<file path="src/rtl/host_uart_tx_arb_pkg.sv">
// Shared definitions for the host UART transmit arbiter and its helpers.
// Holds the FSM encoding and the default channel-header base.
package host_uart_tx_arb_pkg;

   typedef enum logic [1:0] {
      ST_IDLE = 2'd0,
      ST_HDR  = 2'd1,
      ST_DATA = 2'd2
   } tx_arb_state_e;

   localparam logic [7:0] HDR_BASE_DEF = 8'hA0;

endpackage

</file>
<file path="src/rtl/host_uart_rr_pick.sv">
// Combinational cyclic priority search: first set req bit after index 'last',
// wrapping around; 'last' itself is checked at lowest priority.
module host_uart_rr_pick #(
   parameter int NUM_REQ = 4,
   parameter int ID_W    = 2
) (
   input  logic [NUM_REQ-1:0] req,
   input  logic [ID_W-1:0]    last,
   output logic               valid,
   output logic [ID_W-1:0]    idx
);

   always_comb begin
      valid = |req;
      idx   = '0;
      // Walk from the farthest candidate back to the nearest so the nearest wins.
      for (int k = NUM_REQ; k >= 1; k--) begin
         if (req[(int'(last) + k) % NUM_REQ])
            idx = ID_W'((int'(last) + k) % NUM_REQ);
      end
   end

endmodule

</file>
<file path="src/rtl/host_uart_tx_arb.sv">
// Packet-granular round-robin arbiter feeding one UART tx FWFT port from
// NUM_REQ FWFT requesters, prefixing each packet with a channel header byte.
module host_uart_tx_arb
   import host_uart_tx_arb_pkg::*;
#(
   parameter int         NUM_REQ     = 4,
   parameter int         ID_W        = 2,
   parameter logic [7:0] HDR_BASE    = HDR_BASE_DEF,
   parameter int         TIMEOUT_CYC = 1024,
   parameter int         CNT_W       = 16
) (
   input  logic                 clk,
   input  logic                 reset,
   input  logic                 enable,
   input  logic [NUM_REQ-1:0]   req_empty,
   input  logic [NUM_REQ*8-1:0] req_dout,
   input  logic [NUM_REQ-1:0]   req_last,
   output logic [NUM_REQ-1:0]   req_rd_en,
   input  logic                 uart_fifo_rd_en,
   output logic [7:0]           uart_fifo_dout,
   output logic                 uart_fifo_empty,
   output logic                 busy,
   output logic [ID_W-1:0]      cur_id,
   output logic                 pkt_done,
   output logic                 abort,
   output logic [CNT_W-1:0]     pkt_cnt,
   output logic [CNT_W-1:0]     abort_cnt
);

   localparam int TW = $clog2(TIMEOUT_CYC);

   tx_arb_state_e   state, state_nx;
   logic [ID_W-1:0] gnt, last_gnt, pick_idx;
   logic            pick_vld;
   logic [TW-1:0]   timer;
   logic            sel_empty, timed_out;

   host_uart_rr_pick #(.NUM_REQ(NUM_REQ), .ID_W(ID_W)) u_pick (
      .req   (~req_empty),
      .last  (last_gnt),
      .valid (pick_vld),
      .idx   (pick_idx)
   );

   assign sel_empty = req_empty[gnt];
   assign timed_out = sel_empty && (timer == TW'(TIMEOUT_CYC - 1));
   assign busy      = (state != ST_IDLE);
   assign cur_id    = gnt;

   always_comb begin
      state_nx        = state;
      uart_fifo_empty = 1'b1;
      uart_fifo_dout  = HDR_BASE | {{(8-ID_W){1'b0}}, gnt};
      req_rd_en       = '0;
      pkt_done        = 1'b0;
      abort           = 1'b0;
      case (state)
         ST_IDLE: begin
            if (enable && pick_vld) state_nx = ST_HDR;
         end
         ST_HDR: begin
            uart_fifo_empty = 1'b0;
            if (uart_fifo_rd_en) state_nx = ST_DATA;
         end
         ST_DATA: begin
            uart_fifo_empty = sel_empty;
            uart_fifo_dout  = req_dout[{gnt, 3'b000} +: 8];
            req_rd_en[gnt]  = uart_fifo_rd_en & ~sel_empty;
            if (uart_fifo_rd_en && !sel_empty && req_last[gnt]) begin
               pkt_done = 1'b1;
               state_nx = ST_IDLE;
            end else if (timed_out) begin
               // Stalled mid-packet: drop the rest so other channels can proceed.
               abort    = 1'b1;
               state_nx = ST_IDLE;
            end
         end
         default: state_nx = ST_IDLE;
      endcase
   end

   always_ff @(posedge clk or posedge reset) begin
      if (reset) begin
         state     <= ST_IDLE;
         gnt       <= '0;
         last_gnt  <= ID_W'(NUM_REQ - 1);
         timer     <= '0;
         pkt_cnt   <= '0;
         abort_cnt <= '0;
      end else begin
         state <= state_nx;
         if (state == ST_IDLE && enable && pick_vld) gnt <= pick_idx;
         if (state == ST_HDR && uart_fifo_rd_en) timer <= '0;
         if (state == ST_DATA) timer <= sel_empty ? timer + 1'b1 : '0;
         if (pkt_done || abort) last_gnt <= gnt;
         if (pkt_done) pkt_cnt <= pkt_cnt + 1'b1;
         if (abort) abort_cnt <= abort_cnt + 1'b1;
      end
   end

endmodule

</file>
<file path="config.mk">
export PLATFORM = sky130hd
export DESIGN_NAME = host_uart_tx_arb
export DESIGN_NICKNAME = d
export VERILOG_FILES = /design/src/rtl/host_uart_tx_arb_pkg.sv /design/src/rtl/host_uart_rr_pick.sv /design/src/rtl/host_uart_tx_arb.sv
export SDC_FILE = /design/constraint.sdc
export NUM_CORES = 1
export LEC_CHECK = 0
export ABC_AREA = 1
export CORE_UTILIZATION = 45
export CTS_CLUSTER_DIAMETER = 120
export CTS_CLUSTER_SIZE = 14
export DETAILED_ROUTE_END_ITERATION = 6
export PLACE_DENSITY = 0.79
export SYNTH_ARGS = -nofsm -noshare
export SYNTH_HDL_FRONTEND = slang
export SYNTH_SLANG_ARGS = --single-unit
</file>
<file path="constraint.sdc">
create_clock -name clk -period 1.8 [get_ports clk]
set_clock_uncertainty 0.05 [all_clocks]
set_input_delay 0.18 -clock clk [delete_from_list [all_inputs] [get_ports clk]]
set_output_delay 0.18 -clock clk [all_outputs]
set_load 0.005 [all_outputs]
</file>
==> flow_results.org <==
** Cells and area
- Leading cell types in the layout, fill and taps excluded :: sky130_fd_sc_hd__nand2_1 (173), sky130_fd_sc_hd__clkdlybuf4s50_1 (78), sky130_fd_sc_hd__dfrtp_1 (44)
- Number of antenna diodes :: 0
- The post-route netlist has 22.8% of its cells at a drive strength greater than 1.
- Excluding fillers, the count of instances in the completed layout stands at around 710.
- Compared with the post-synthesis result, the final layout area differs by 50.0%.
- The final layout contains 652 nets.
- Most common cell after layout, fill and taps aside :: sky130_fd_sc_hd__nand2_1

** Placed design
- The congestion estimate from routability-driven global placement came to 0.867.
- Port buffering added 93 buffers.
- Summed over all nets, the half-perimeter wirelength after detailed placement is 6740 um.
- The number of placed instances, taps included, is 682.

** Setup path
- At the worst endpoint, the arrival time is 1.70 ns.
- Worst reg2reg path startpoint :: cur_id[0]
- The setup check on the worst reg-to-reg path leaves a slack of -0.04 ns.
- The slowest stage of the critical path is the sky130_fd_sc_hd__dfrtp_2 cell.
- Setup crit end :: req_rd_en[0]
- Critical path class :: flip-flop to primary output
- Startpoint Class :: flip-flop
- The most numerous cell type found on the critical path is sky130_fd_sc_hd__nand2_4.
- Tracing the worst setup path back leads to its startpoint at cur_id[0].
- Capture point of the worst reg-to-reg path :: abort_cnt[2]
- CP required :: ~1.6 ns
- The critical path goes through buf_4 > nand2_2 > nor2_4 > a21oi_4 > nand2_4 > nor2_8 > nand2_4 > nor3_2 > buf_2.
- STA classifies the critical path endpoint as a primary output.
- For this run, the slowest stage of the critical path takes 0.45 ns.
- Worst Reg2Reg Path Length in Cells :: 11
- Worst-path fanout max :: 4

** Clock network
- The longest clock path from root to sink contains 2 buffers.
- Clock transition at the register clock pins on the worst setup and hold paths after CTS :: 0.09 ns
- In this run the number of H-tree levels came out at 2.
- The clock reaches the later pin of the worst-skew pair after 0.29 ns.
- The clock net in this run drives a total of 48 sinks.
- The cell sitting at the root of the clock tree is a sky130_fd_sc_hd__clkbuf_8.
- Number of buffers created by CTS :: 5
- For this design, the CTS-stage hold fixing added 0 buffers.
- TritonCTS built the clock tree.

** Detailed routing
- For this run, the detailed router's first-pass iteration total came to 6.
- After detailed routing, the total wire length is 9230 um.
- After detailed routing, the number of remaining DRC violations is 0.
- Dividing the detail-routed via count by the number of cells gives roughly 5.
- In the final routed layout, each cell accounts on average for 13.1 um.
- In this run the remaining antenna-violating nets after routing total 0.
- DRT iter0 DRCs :: 204
- Summing over every cut layer, the via total after detailed routing is about 3600.

** Floorplan
- Floorplan row count :: 31
- The core region is 7210 um2.
- Area of the die :: 7790 um2
- The die is 88.2 um wide.
- The floorplan step set the die height to 88.2 um.
- Starting density of the core :: 46.4%
- Number of I/O pins :: 94

** STA
- The final count of pins violating max slew is 0.
- Final critical-path share of the clock period :: 107%
- Post-route setup slack :: -0.134 ns
- The routed design could run at a clock period as short as 1.93 ns.
- Setup violations remaining at the end of the flow were counted as 15.
- Number of hold-slack violations in the final timing report :: 0
- Slew @ Worst Pin :: ~0.41 ns
- Post-route worst hold slack :: 0.179 ns
- Highest achievable clock rate :: between 0.5 and 0.6 GHz
- Relative slew slack :: slightly above 70%
- Setup repair after global routing could not meet its margin everywhere.
- Final total negative setup slack :: -1.13 ns

** Global route
- Met3 track demand over resource in global routing :: 3.82%
- After global routing, the most crowded layer is met2.
- The initial antenna violation count was 0.
- For this run, global-route usage on met1 was measured as between 30% and 40%.
- The total overflow left after global routing is 0.
- The number of global-route vias before repair was 3347.
- Tot GR Track Use :: 24.2%
- Global-route wire length before repair :: 15000 um
- Grt met2 use :: 43.2%
- Entering global routing, the biggest net connects 49 pins.

** Logic synthesis
- Synthesis inferred 48 register bits.
- Synth async-reset ratio :: 100%
- EDFF count, synth :: 0
- Cell area after synthesis :: between 3000 and 4000 um2
- Total nets after synthesis :: 510
- Sequential cells were found to cover a little over a third of the synthesized design area.
- Synthesis produced a netlist whose cell count is approximately 460.
- Average instance area after synthesis :: around 7.2 um2
- Most instantiated flip-flop cell in the synthesis netlist :: sky130_fd_sc_hd__dfrtp_1
- Number of distinct library cells after synthesis :: 38
- For this run, the number of Yosys warnings is 0.

** Power
- Power density over the cells :: 975 nW/um2
- Reported leakage power :: 2.36 nW
- Total power for the finished layout comes to 4.89 mW.
- IR analysis of the VDD net gives a maximum drop of just over 0.5 mV.

** Run
- Max cap viols :: 0

** Status
- The run finished, with violations left.
- Failing checks :: negative setup slack

** Worst hold path
- Hold Crit Class :: primary input to async pin
-- worst min path at each step --
stage	cells past startpoint	start	slack [ns]	to
2_1_floorplan	3	uart_fifo_rd_en	0.33	state[0]
3_3_place_gp	2	pkt_cnt[14]	0.45	pkt_cnt[14]
3_5_place_dp	2	pkt_cnt[14]	0.45	pkt_cnt[14]
4_1_cts	3	reset	0.19	abort_cnt[1]
5_1_grt	3	reset	0.22	abort_cnt[7]
6_report	3	reset	0.18	timer[8]
-- cells by family (layout without fill, tap and decap cells) --
family,count (synthesis),after routing,share of synthesized area [%]
simple gates,278,278,37.0
buf+inv,55,198,8.22
flops,48,48,36.0
compound gates,47,47,9.08
xor+xnor,32,32,8.60
fa+ha+maj,3,3,1.12
-- layout make-up --
cell class | count | area, um2
fillers | 553 | 2190
multi-input cells | 360 | 2030
repair buffers | 146 | 1370
flip-flops and latches | 48 | 1210
inverters | 44 | 185
well taps | 99 | 124
clock buffers | 6 | 72.6
clock inverters | 2 | 35.0
-- power breakdown --
| part | internal [mW] | switching [mW] | total, mW | leakage, nW |
|---|---|---|---|---|
| clock | 0.413 | 0.356 | 0.769 | 0.0552 |
| combinational | 1.34 | 1.40 | 2.74 | 1.71 |
| sequential | 1.21 | 0.173 | 1.38 | 0.593 |
| total | 2.96 | 1.93 | 4.89 | 2.36 |
-- sequential cells by signal (all words and copies together), names as in the netlist --
name	count
pkt_cnt	16
cur_id	2
abort_cnt	16
timer	10
last_gnt	2
state	2
-- worst max-delay path: cells and delay by family, from the launching register on --
family / cells / cell delay (ns)
DFF: 1 / 0.45
buffers and inverters: 2 / 0.28
AOI/OAI and AO/OA: 1 / 0.14
and+or+nand+nor: 6 / 0.52
-- synth_stat cells (all sizes together), types with 7 or more instances --
library cell    n  area, um2
xor2           18        158
a21oi           9       60.1
nor2           43        231
nor3           11       55.1
xnor2          14        130
dfrtp          46       1150
a22oi           7       52.6
inv            44        173
nand4          10       68.8
buf             9       95.1
nand2         185        722
o21ai          22        133
nand3          27        148
-- routing by layer --
| layer | routed length, um | part of all wire (%) |
|---|---|---|
| met2 | 4670 | 51 |
| met3 | 407 | 4.4 |
| met5 | 0 | 0 |
| met4 | 188 | 2.0 |
| met1 | 3960 | 43 |
-- repair_timing --
action / 4_1_cts / 5_1_grt
endpoints found under the setup margin: 25 / 54
pin swaps: 12 / 16
gates cloned: 0 / 1
gates resized for setup: 88 / 37
buffers inserted: 9 / 6
-- stage by stage --
stage / util (%) / setup slack (ns) / cell area, um2
4_1_cts: 66.8 / -0.161 / 4820
5_1_grt: 69.6 / -0.205 / 5020
2_1_floorplan: - / 0.198 / 3350
6_report: 69.6 / -0.134 / 5020
3_3_place_gp: 63.9 / -0.306 / 4610
3_5_place_dp: 63.9 / -0.398 / 4610
(Power assumes the default switching activity.)
